==> config.mk <==
export PLATFORM = sky130hd
export DESIGN_NAME = fdtd_field_rd_seq
export DESIGN_NICKNAME = d
export VERILOG_FILES = /design/src/rtl/fdtd_pkg.sv /design/src/rtl/fdtd_sync_fifo.sv /design/src/rtl/fdtd_field_rd_seq.sv
export SDC_FILE = /design/constraint.sdc
export NUM_CORES = 1
export LEC_CHECK = 0
export CORE_ASPECT_RATIO = 1.1
export CORE_MARGIN = 2
export CORE_UTILIZATION = 55
export CTS_BUF_LIST = sky130_fd_sc_hd__clkbuf_4
export DETAILED_ROUTE_END_ITERATION = 7
export HOLD_SLACK_MARGIN = 0.15
export PLACE_DENSITY = 0.89
export SYNTH_ARGS = -nofsm -noshare
export SYNTH_HDL_FRONTEND = slang
export SYNTH_SLANG_ARGS = --single-unit
==> constraint.sdc <==
create_clock -name ACLK -period 3.45 [get_ports ACLK]
set_input_delay 0.69 -clock ACLK [delete_from_list [all_inputs] [get_ports ACLK]]
set_output_delay 0.69 -clock ACLK [all_outputs]
set_load 0.02 [all_outputs]
==> src/rtl/fdtd_pkg.sv <==
// Shared state encoding and default sizing for the FDTD field-read sequencer.
package fdtd_pkg;

  localparam int DEF_WORD_ADDR_WIDTH = 30;
  localparam int DEF_DATA_WIDTH      = 32;
  localparam int DEF_CNT_WIDTH       = 16;
  localparam int DEF_FIFO_DEPTH      = 4;

  typedef enum logic [1:0] {
    ST_IDLE  = 2'd0,
    ST_REQ   = 2'd1,
    ST_DRAIN = 2'd2
  } fdtd_state_e;

endpackage

==> src/rtl/fdtd_sync_fifo.sv <==
// Synchronous first-word-fall-through FIFO; o_rd_data is the head entry whenever not empty.
module fdtd_sync_fifo #(
  parameter int WIDTH = 33,
  parameter int DEPTH = 4,
  localparam int AW   = $clog2(DEPTH),
  localparam int CW   = AW + 1
) (
  input  logic             i_clk,
  input  logic             i_rst,
  input  logic             i_push,
  input  logic [WIDTH-1:0] i_push_data,
  input  logic             i_pop,
  output logic [WIDTH-1:0] o_rd_data,
  output logic             o_empty,
  output logic [CW-1:0]    o_count
);

  logic [WIDTH-1:0] r_mem [DEPTH];
  logic [AW-1:0]    r_wr_ptr;
  logic [AW-1:0]    r_rd_ptr;
  logic [CW-1:0]    r_count;
  logic             w_full;
  logic             w_push;
  logic             w_pop;

  assign o_empty   = (r_count == '0);
  assign w_full    = (r_count == CW'(DEPTH));
  assign o_count   = r_count;
  assign o_rd_data = r_mem[r_rd_ptr];
  assign w_push    = i_push && !w_full;
  assign w_pop     = i_pop && !o_empty;

  // DEPTH is a power of two, so the pointers wrap on their own.
  always_ff @(posedge i_clk) begin
    if (i_rst) begin
      r_wr_ptr <= '0;
      r_rd_ptr <= '0;
      r_count  <= '0;
    end else begin
      if (w_push) r_wr_ptr <= r_wr_ptr + AW'(1);
      if (w_pop)  r_rd_ptr <= r_rd_ptr + AW'(1);
      r_count <= r_count + CW'(w_push) - CW'(w_pop);
    end
  end

  always_ff @(posedge i_clk) begin
    if (w_push) r_mem[r_wr_ptr] <= i_push_data;
  end

  a_no_push_when_full: assert property (@(posedge i_clk) disable iff (i_rst) !(i_push && w_full));

endmodule

==> src/rtl/fdtd_field_rd_seq.sv <==
// FDTD field read sequencer: strided word-read sweep feeding a FWFT output buffer.
// state    | meaning
// ST_IDLE  | waiting for start_i; a zero-count start completes here
// ST_REQ   | issuing word reads, paced by free buffer entries
// ST_DRAIN | all words read; waiting for the buffer to empty
module fdtd_field_rd_seq
  import fdtd_pkg::*;
#(
  parameter int WORD_ADDR_WIDTH = DEF_WORD_ADDR_WIDTH,
  parameter int DATA_WIDTH      = DEF_DATA_WIDTH,
  parameter int CNT_WIDTH       = DEF_CNT_WIDTH,
  parameter int FIFO_DEPTH      = DEF_FIFO_DEPTH
) (
  input  logic                       ACLK,
  input  logic                       ARESET,
  input  logic                       start_i,
  input  logic [WORD_ADDR_WIDTH-1:0] base_word_addr_i,
  input  logic [WORD_ADDR_WIDTH-1:0] stride_i,
  input  logic [CNT_WIDTH-1:0]       count_i,
  output logic                       busy_o,
  output logic                       done_o,
  output logic                       rd_req_o,
  output logic [WORD_ADDR_WIDTH-1:0] rd_word_addr_o,
  input  logic [DATA_WIDTH-1:0]      rd_data_i,
  input  logic                       rd_gnt_i,
  output logic                       dout_valid_o,
  output logic [DATA_WIDTH-1:0]      dout_data_o,
  output logic                       dout_last_o,
  input  logic                       dout_ready_i
);

  localparam int OCC_W = $clog2(FIFO_DEPTH) + 1;
  localparam logic [OCC_W-1:0] DEPTH_OCC = OCC_W'(FIFO_DEPTH);

  fdtd_state_e                r_state;
  fdtd_state_e                w_state_next;
  logic [WORD_ADDR_WIDTH-1:0] r_addr;
  logic [WORD_ADDR_WIDTH-1:0] r_stride;
  logic [CNT_WIDTH-1:0]       r_remaining;
  logic                       r_rd_req;
  logic                       r_done;

  logic                       w_accept;
  logic                       w_cnt_zero;
  logic                       w_grant;
  logic                       w_pop;
  logic [CNT_WIDTH-1:0]       w_rem_after;
  logic                       w_push_last;
  logic                       w_rd_req_next;
  logic                       w_done_next;
  logic                       w_empty;
  logic [OCC_W-1:0]           w_occ;
  logic [OCC_W-1:0]           w_occ_next;
  logic [DATA_WIDTH:0]        w_fifo_rd;

  assign w_accept    = (r_state == ST_IDLE) && start_i;
  assign w_cnt_zero  = (count_i == '0);
  // A grant only counts against an outstanding request.
  assign w_grant     = r_rd_req && rd_gnt_i;
  assign w_pop       = dout_valid_o && dout_ready_i;
  assign w_rem_after = w_grant ? (r_remaining - CNT_WIDTH'(1)) : r_remaining;
  assign w_push_last = (r_remaining == CNT_WIDTH'(1));
  assign w_occ_next  = w_occ + OCC_W'(w_grant) - OCC_W'(w_pop);

  fdtd_sync_fifo #(
    .WIDTH (DATA_WIDTH + 1),
    .DEPTH (FIFO_DEPTH)
  ) u_fifo (
    .i_clk       (ACLK),
    .i_rst       (ARESET),
    .i_push      (w_grant),
    .i_push_data ({w_push_last, rd_data_i}),
    .i_pop       (w_pop),
    .o_rd_data   (w_fifo_rd),
    .o_empty     (w_empty),
    .o_count     (w_occ)
  );

  always_ff @(posedge ACLK) begin
    if (ARESET) r_state <= ST_IDLE;
    else        r_state <= w_state_next;
  end

  always_comb begin
    w_state_next = r_state;
    case (r_state)
      ST_IDLE:  if (w_accept && !w_cnt_zero)        w_state_next = ST_REQ;
      ST_REQ:   if (w_grant && (w_rem_after == '0)) w_state_next = ST_DRAIN;
      ST_DRAIN: if (w_empty)                        w_state_next = ST_IDLE;
      default:                                      w_state_next = ST_IDLE;
    endcase
  end

  // A held request never loses its slot: occupancy cannot grow without a grant.
  always_comb begin
    busy_o        = (r_state != ST_IDLE);
    w_rd_req_next = 1'b0;
    w_done_next   = 1'b0;
    case (r_state)
      ST_IDLE: begin
        if (w_accept) begin
          if (w_cnt_zero) w_done_next   = 1'b1;
          else            w_rd_req_next = (w_occ_next < DEPTH_OCC);
        end
      end
      ST_REQ: begin
        w_rd_req_next = (r_rd_req && !rd_gnt_i) ||
                        ((w_rem_after != '0) && (w_occ_next < DEPTH_OCC));
      end
      ST_DRAIN: w_done_next = w_empty;
      default: ;
    endcase
  end

  always_ff @(posedge ACLK) begin
    if (ARESET) begin
      r_addr      <= '0;
      r_stride    <= '0;
      r_remaining <= '0;
      r_rd_req    <= 1'b0;
      r_done      <= 1'b0;
    end else begin
      r_rd_req <= w_rd_req_next;
      r_done   <= w_done_next;
      if (w_accept && !w_cnt_zero) begin
        r_addr      <= base_word_addr_i;
        r_stride    <= stride_i;
        r_remaining <= count_i;
      end else if (w_grant) begin
        r_addr      <= r_addr + r_stride;
        r_remaining <= w_rem_after;
      end
    end
  end

  assign rd_req_o       = r_rd_req;
  assign rd_word_addr_o = r_addr;
  assign done_o         = r_done;
  assign dout_valid_o   = !w_empty;
  // Stale entries behind a flushed pointer must not show on the outputs.
  assign {dout_last_o, dout_data_o} = w_empty ? '0 : w_fifo_rd;

endmodule

== Word-level counts from Yosys, hierarchy flattened ==
Memory sizes are Yosys's and may differ from the RTL's. A register that Yosys moved wholly into a read port is not among the register bits.
Cells that the tools add are included.
W data, S select, Z words.
Storage, ports and cells
  register bits after elaboration: 87
  bits in writable memories: 132
  input port bits: 113
  output and inout bits: 67
  word-level logic and storage cells: 68
  memories kept: 1
Cells by class
  add/sub/neg operators: 8
  magnitude comparators: 1
  eq/ne operators: 7
  mux-type cells: 20
  reductions and logical operators: 22
Memory list
  u_fifo.r_mem: words 4, bits a word 33, rd ports 1, clocked after Yosys merged registers in 1, write ports 1, line fdtd_sync_fifo.sv:18  | logic [WIDTH-1:0] r_mem [DEPTH];
Operators with widths (number)
  $mux W30: 2
  $mux W16: 3
  $mux W33: 1
  $logic_not A16 Y1: 2
  $add A30 B30 Y30: 1
  $eq A16 B1 Y1 const B: 1
  $reduce_bool A16 Y1: 1
  $sub A16 B1 Y16 const B: 1
  $mux W2: 5
  $logic_and A1 B1 Y1: 9
  $add A3 B1 Y3: 2
  $mux W1: 6
  $pmux W2 S3: 1
  $sub A3 B1 Y3: 2
  $add A2 B1 Y2 const B: 2
  $logic_not A1 Y1: 4
  $ne A2 B1 Y1 const B: 2
  $pmux W1 S2: 2
  $reduce_bool A2 Y1: 2
  $eq A3 B3 Y1 const B: 1
  $logic_not A3 Y1: 1
  $lt A3 B3 Y1 const B: 1
  $reduce_and A3 Y1: 1
  $eq A2 B1 Y1 const B: 1
  4 further kinds: 4

== Longest topological paths before layout ==
Gate-level depths: netlist of the first run.
  depth after elaboration: 8
  mapped depth: 11
  gate-level depth less buffers: 11

== Hierarchy ==
From an unflattened synthesis of the first run, not the netlist that was laid out.
Unflattened totals
  cell total of the unflattened synthesis: 927
  area, all modules: 10626.4 sq um
By module, submodules not included
  fdtd_field_rd_seq: times used 1, cells an instance 704, area an instance 5348.9 sq um
  fdtd_sync_fifo: times used 1, cells an instance 223, area an instance 5277.6 sq um

== Worst setup path before layout of the first run ==
No wires, ideal clock.
  path type: input-to-reg
  from: in rd_gnt_i
  to: mem u_fifo.r_mem[1][0] (enable)
  library setup time: 393 ps
  arrival time: 2420 ps
  required time: 3057 ps
  setup slack: 637 ps
  stages: 5
  buffers on the path: 1
  path through: and2_1 > inv_1 > clkbuf_1 > a31oi_1 > and2_1
Between the ends
  word-level cells in the longest chain between the ends: 4
Ends and longest elaborated chain
  start, declared: line fdtd_field_rd_seq.sv:25  | input logic rd_gnt_i,
  $logic_and A1 B1 Y1: line fdtd_field_rd_seq.sv:59  | assign w_grant = r_rd_req && rd_gnt_i;
  $logic_and A1 B1 Y1: line fdtd_sync_fifo.sv:30  | assign w_push = i_push && !w_full;
  via u_fifo.w_push: line fdtd_sync_fifo.sv:23  | logic w_push;
  $mux W1: line fdtd_sync_fifo.sv:47  | if (w_push) r_mem[r_wr_ptr] <= i_push_data;
  $mux W1 (implied by the code): line fdtd_sync_fifo.sv:47
  end, declared: line fdtd_sync_fifo.sv:18
The timed path passes the listed nets, and every way through them passes these cells.

== Final worst setup path of the first run ==
  from: reg u_fifo.r_count[1] (netlist: u_fifo.o_count[1])
  to: out dout_data_o[29]
Between the ends
  word-level cells in the longest chain between the ends: 2
Ends and longest elaborated chain
  start, declared: line fdtd_sync_fifo.sv:21  | logic [CW-1:0] r_count;
  start signal, assigned: line fdtd_sync_fifo.sv:42  | r_count <= r_count + CW'(w_push) - CW'(w_pop);
  $logic_not A3 Y1: line fdtd_sync_fifo.sv:26  | assign o_empty = (r_count == '0);
  $mux W33: line fdtd_field_rd_seq.sv:141  | assign {dout_last_o, dout_data_o} = w_empty ? '0 : w_fifo_rd;
  end, declared: line fdtd_field_rd_seq.sv:27  | output logic [DATA_WIDTH-1:0] dout_data_o,
Every way passes these cells.

==> qor.yml, run 1 <==
status:
  status: "complete, no violations"
global_route:
  use_met2: 0.4495
  grt_pass1_vias: 8272
  grtUsageMet1: 0.2875
  grt_pass1_wl_mm: 39.80
  grt_overflow_total: 0
  antenna_found_initial: 0
  grt_max_degree: 85
  track_usage: 0.2479
  use_met3: 0.05827
  busiest_layer: "met2"
pwr:
  vdd_drop_max_mv: 0.3842
  clkPwrFrac: 0.264
  p_switching_mw: 2.547
  p_per_area_nw_per_um2: 594.6
  p_leak_nw: 4.817
  switching_share: 0.3199
  p_int_mw: 5.414
  power_frac_seq: 0.394
  pwr-share-comb: 0.342
floorplanning:
  rows: 53
  die-area_um2: 20390
  dieWidth_um: 136.3
  core_area_um2: 19030
  initial_core_util: 0.5567
  die_h_um: 149.6
  ioPinCount: 180
cells_and_area:
  synthToLayoutAreaGrowth_pct: 26.36
  drive_above_1_share: 0.1276
  diodes: 0
  num-nets-final: 1289
  postLayoutCoreUtil: 0.7034
logic_synthesis:
  synth_ff_type: "edfxtp_1"
  yosysTopAreaCellShare: 0.3741
  synth.cell_area_um2: 10600
  synth_edf_count: 132
  yosys-top-cells-area: "edfxtp_1 (37%), dfxtp_1 (17%), mux4_2 (7.0%)"
  ys_ff_latch: 221
  synth_top_cell_by_area: "edfxtp_1"
  synth_fp_nets: 1089
  async_flop_share: 0
  syn_inst: 935
  syn_avg_cell_area_um2: 11.33
  seq_area_frac_synth: 0.5423
  yosys_warnings: 0
  synth_cell_type_count: 64
routing:
  num_vias: 8199
  wl_per_cell_um: 17.65
  drcViolationCount: 0
  antenna_left: 0
  first_pass_iters: 5
  drt_wl_total_mm: 25.12
  viasPerCell: 5.762
  first_iter_violations: 433
critical_path:
  critPathArrivalTime_ns: 2.63
  worst_ep_required_time_ns: 2.76
  worstSetupPathType: "flop to output pin"
  path_max_fanout: 14
  critPathLaunchType: "flop"
  end_kind: "output pin"
timing:
  fin_crit_sh: 0.9620
  min_period_ns: 3.319
  fmax_mhz: 301.3
  finalHoldViolCount: 0
  relSlewSlack: 0.3938
  rsz0062_at_grt: "no"
  clock_skew_ns: 0.06484
  setup-tns-final_ns: 0
  setup_viol_count_final: 0
  drv_slew: 0
  worst_pin_slew_ns: 0.8966
clocking:
  clk_latency_ns: 0.66
  clockBufferDepth: 3
  postCtsSetupBuffers: 0
  root_buffer: "clkbuf_4"
  cts_buffers: 53
  clkTransAtPathRegs_ns: 0.06
  h-tree-depth: 2
  clock-sinks: 221
  cts_tree: "yes"
flow_run:
  max_cap_viol_count: 0
min_path:
  worstHoldPathType: "flop to flop"
place:
  dp_hpwl_mm: 17.35
  place.gp.congestion: 0.9441
  io_buffers: 179
[cell usage in the layout (no fill, tap or decap), drive strengths merged, types with 3 or more instances in the layout]
| cell | netlist | final |
|---|---|---|
| a211o | 3 | 3 |
| a211oi | 22 | 22 |
| a21o | 11 | 11 |
| a21oi | 70 | 70 |
| a311oi | 14 | 14 |
| a31oi | 11 | 11 |
| a41oi | 3 | 3 |
| and2 | 40 | 40 |
| and3 | 8 | 8 |
| and4 | 4 | 4 |
| buf | 13 | 20 |
| clkbuf | 40 | 77 |
| clkdlybuf4s50 | 0 | 178 |
| clkinv | 0 | 17 |
| dfxtp | 89 | 89 |
| edfxtp | 132 | 132 |
| ha | 39 | 39 |
| inv | 25 | 25 |
| mux2i | 4 | 4 |
| mux4 | 33 | 33 |
| nand2 | 103 | 103 |
| nand2b | 5 | 5 |
| nand3 | 15 | 15 |
| nand4 | 8 | 8 |
| nor2 | 67 | 67 |
| nor2b | 4 | 4 |
| nor3 | 26 | 26 |
| nor3b | 4 | 4 |
| nor4 | 15 | 15 |
| o211ai | 5 | 5 |
| o21a | 8 | 8 |
| o21ai | 31 | 31 |
| o21bai | 3 | 3 |
| o311ai | 3 | 3 |
| or3 | 6 | 6 |
| or4 | 4 | 4 |
| xnor2 | 20 | 20 |
| xor2 | 17 | 17 |
[cell type report]
| cell class | instances | area (um^2) |
|---|---|---|
| clock inverter | 19 | 110.1 |
| multi-input combinational | 636 | 4558 |
| tap | 247 | 309.0 |
| clock buffer | 77 | 578.1 |
| sequential | 221 | 5747 |
| inverter | 25 | 93.84 |
| fill | 1328 | 5644 |
| timing repair buffer | 198 | 1992 |
[registers in the layout (all words and copies together) (netlist names), named ones only]
| register | flops |
|---|---|
| u_fifo.r_mem | 132 |
| r_stride | 30 |
| rd_word_addr_o | 30 |
| r_remaining | 16 |
| u_fifo.o_count | 3 |
| r_state | 2 |
| u_fifo.r_rd_ptr | 2 |
| u_fifo.r_wr_ptr | 2 |
| done_o | 1 |
| rd_req_o | 1 |
[cell usage after synthesis (all sizes together), types with 3 or more instances]
cell type / count
mux4: 33
ha: 39
o311ai: 3
a211o: 3
xnor2: 20
o21a: 8
o21bai: 3
or4: 4
a311oi: 14
a41oi: 3
and3: 8
o211ai: 5
nor3: 26
a31oi: 11
mux2i: 4
o21ai: 31
edfxtp: 132
nor2: 67
nor4: 15
nand4: 8
a21o: 11
and2: 40
inv: 25
xor2: 17
nand3: 15
dfxtp: 89
clkbuf: 40
a21oi: 70
or3: 6
and4: 4
nor2b: 4
nor3b: 4
nand2: 103
nand2b: 5
a211oi: 22
buf: 13
[critical path, stage by stage (launching register included)]
cell,delay (ns)
dfxtp_1,0.36
nor3_1,0.47
inv_2,0.23
buf_4,0.24
and2_1,0.18
clkdlybuf4s50_1,0.54
[kinds of logic (layout without fill, tap and decap cells)]
family	after synthesis	in the layout	share of synthesized area
AO/OA/AOI/OAI	203	203	0.1271
XOR/XNOR	37	37	0.03059
adder cells (fa/ha/maj)	41	41	0.04984
buffers and inverters	78	319	0.02881
flip-flops	221	221	0.5423
multiplexers	37	37	0.07393
AND/OR/NAND/NOR	318	318	0.1475
[path summary, 6_finish.rpt]
check	from	end	slack, ns	depth (start not counted)
hold reg to reg	r_stride[2]	r_stride[2]	0.46	2
setup reg to reg	rd_word_addr_o[0]	rd_word_addr_o[26]	0.41	11
hold / removal	r_stride[2]	r_stride[2]	0.46	2
setup / recovery	u_fifo.o_count[1]	dout_data_o[29]	0.13	5
[stage by stage]
stage	hold WS, ns	setup WS (ns)	total power [mW]	cell area (um^2)	cells
2_1_floorplan	0.4400	0.6372	4.832	10600	935
3_5_place_dp	0.4526	0.2438	5.920	12700	1327
5_1_grt	0.4596	0.01452	8.398	13390	1423
3_3_place_gp	0.4472	0.3837	5.835	12700	1327
4_1_cts	0.4208	0.08418	8.057	13390	1423
6_report	0.4590	0.1312	7.960	13390	1423
[power by group through the flow]
stage / clock network (mW) / registers [mW] / logic [mW]
finish: 2.10 / 3.14 / 2.73
global route: 2.28 / 3.15 / 2.97
CTS: 2.17 / 3.13 / 2.75
detailed placement: 0 / 3.19 / 2.73
global placement: 0 / 3.18 / 2.66
floorplan: 0 / 3.20 / 1.63
[per-layer routing]
metal	vias to the layer above	part of all wire	wire, um
met5	-	0	0
met4	0	0.025	630
met3	52	0.070	1749
met2	330	0.52	12990
met1	3874	0.39	9742
li1	3943	-	-
[repair_timing]
action,4_1_cts,5_1_grt
hold buffers,0,0
resized for setup,1,0
endpoints found under the setup margin,5,0
Note: power is estimated with default switching activity, not from simulation.
==> inputs of run 2 (changes only) <==
--- a/config.mk
+++ b/config.mk
@@ -14,4 +14,5 @@
 export PLACE_DENSITY = 0.89
 export SYNTH_ARGS = -nofsm -noshare
 export SYNTH_HDL_FRONTEND = slang
+export SYNTH_HIERARCHICAL = 1
 export SYNTH_SLANG_ARGS = --single-unit
==> run 2 against run 1 <==
  * Clock power about the same
  * Non-clock buffer count did not move
  * Sequential share of layout area barely moved
  * Utilization about the same
  * Via count is 1.6% lower
  * Critical endpoint is now dout_data_o[1]
  * Largest power group unchanged
==> qor.yml, run 2 <==
status:
  status: "complete, no violations"
critical_path:
  path_max_fanout: 14
  end_kind: "output pin"
  critPathArrivalTime_ns: 2.59
  worstSetupPathType: "flop to output pin"
  worst_ep_required_time_ns: 2.76
  critPathLaunchType: "flop"
routing:
  viasPerCell: 5.680
  antenna_left: 0
  wl_per_cell_um: 17.97
  drcViolationCount: 0
  num_vias: 8071
  drt_wl_total_mm: 25.54
  first_pass_iters: 6
  first_iter_violations: 454
timing:
  setup-tns-final_ns: 0
  relSlewSlack: 0.4241
  setup_slack_ns: 0.1725
  setup_viol_count_final: 0
  worst_pin_slew_ns: 0.8639
  finalHoldViolCount: 0
  fmax_mhz: 305.1
  clock_skew_ns: 0.04054
  min_period_ns: 3.277
  rsz0062_at_grt: "no"
  drv_slew: 0
  fin_crit_sh: 0.9500
logic_synthesis:
  synth_edf_count: 132
  synth_mux_area_frac: 0.07394
  synth_top_cell_by_area: "edfxtp_1"
  synth_xor_area_frac: 0.03132
  syn_inst: 927
  yosys-top-cells-area: "edfxtp_1 (37%), dfxtp_1 (17%), mux4_2 (6.4%)"
  yosysTopAreaCellShare: 0.3730
  yosysMostFrequentCell: "edfxtp_1"
  ys_ff_latch: 221
  syn_avg_cell_area_um2: 11.46
  async_flop_share: 0
  synth.cell_area_um2: 10630
  synth_fp_nets: 1081
  synth_ff_type: "edfxtp_1"
  synth_cell_type_count: 71
  seq_area_frac_synth: 0.5407
  synthTopCellsByCount: "edfxtp_1 (132), nand2_1 (109), dfxtp_1 (89), a21oi_1 (75), nor2_1 (71)"
  yosys_warnings: 6
  yosys.area_share.simple: 0.1416
  synth_compound_area_frac: 0.1288
  synth_top_family_by_area: "simple AND/OR/NAND/NOR gates"
  synth_adder_area_share: 0.04969
floorplanning:
  die-area_um2: 20450
  initial_core_util: 0.5583
  die_h_um: 149.8
  rows: 53
  dieWidth_um: 136.5
  core_area_um2: 19030
  ioPinCount: 180
place:
  dp_hpwl_mm: 16.83
  place.gp.congestion: 0.9469
  pre_cts_ws_ns: 0.3328
  io_buffers: 179
global_route:
  use_met3: 0.05522
  busiest_layer: "met2"
  antenna_found_initial: 2
  grt_overflow_total: 0
  use_met2: 0.4310
  grt_pass1_wl_mm: 39.33
  grtUsageMet1: 0.2932
  grt_pass1_vias: 8068
  track_usage: 0.2446
  grt_max_degree: 59
clocking:
  clk_latency_ns: 0.65
  clockBufferDepth: 3
  clkTransAtPathRegs_ns: 0.06
  clock-sinks: 221
  ctsHoldBuffers: 0
  root_buffer: "clkbuf_4"
  cts_tree: "yes"
  postCtsSetupBuffers: 0
  cts_buffers: 53
  h-tree-depth: 2
pwr:
  p_leak_nw: 4.807
  power_mw: 7.404
  vdd_drop_max_mv: 0.3336
  p_per_area_nw_per_um2: 553.2
min_path:
  worstHoldPathType: "flop to flop"
cells_and_area:
  final_cell_mix: "clkdlybuf4s50_1 (178), edfxtp_1 (132), nand2_1 (109)"
  largest_reg_flops: 132
  drive_above_1_share: 0.1332
  synthToLayoutAreaGrowth_pct: 25.95
  num-nets-final: 1284
  top_register: "u_fifo/r_mem"
  layout_commonest_cell: "clkdlybuf4s50_1"
flow_run:
  max_cap_viol_count: 0
run 2: cells by family after synthesis:
logic type,after synthesis
xor gates and xnor gates,38
and+or+nand+nor,309
adders and majority gates,41
DFF,221
muxes,36
buffers and inverters,76
AOI/OAI and AO/OA,206
run 2: where the power goes:
part           internal, mW  total [mW]  leakage, nW  switching [mW]
Clock                  1.10        2.11        0.401            1.01
Sequential             3.00        3.16         1.93           0.156
Combinational         0.988        2.13         2.48            1.15
run 2: layer usage:
metal  vias up  part of all wire
met5         -                 0
met1      3816              0.39
li1       3876                 -
met2       335              0.51
met4         0             0.021
met3        44             0.075
run 2: cell type report:
class,count,area (um^2)
diodes,3,7.507
clock buffers,77,578.1
clock inverters,19,108.9
fillers,1373,5648
inverters,26,97.59
multi-input cells,630,4542
flip-flops and latches,221,5749
well taps,247,309.0
repair buffers,198,1992
run 2: critical path, cell delays in order, from the launching register on:
cell	delay (ns)
dfxtp_4	0.48
buf_16	0.20
mux4_1	0.57
nor2b_1	0.15
clkdlybuf4s50_1	0.55
run 2: timing repair:
| action | in CTS | in global routing |
|---|---|---|
| endpoints found under the setup margin | 4 | 4 |
| resized for setup | 1 | 1 |
| pin swaps | 0 | 0 |
| gates cloned | 0 | 1 |
run 2: through the flow:
step                      area (um^2)  std cells    util  hold WS, ns
after global routing            13380       1420  0.7031       0.4869
after global placement          12650       1321  0.6649       0.4464
after CTS                       13340       1417  0.7011       0.4607
after detailed placement        12650       1321  0.6649       0.4520
after floorplan                 10630        927       -       0.4389
final                           13380       1421  0.7032       0.4574
run 2: worst paths after layout:
check / start / to / slack, ns / depth (start not counted)
setup / recovery: flop / dout_data_o[1] / 0.17 / 4
hold / removal: r_stride[11] / r_stride[11] / 0.46 / 2
setup reg to reg: rd_word_addr_o[14] / rd_word_addr_o[29] / 0.52 / 10
hold reg to reg: r_stride[11] / r_stride[11] / 0.46 / 2
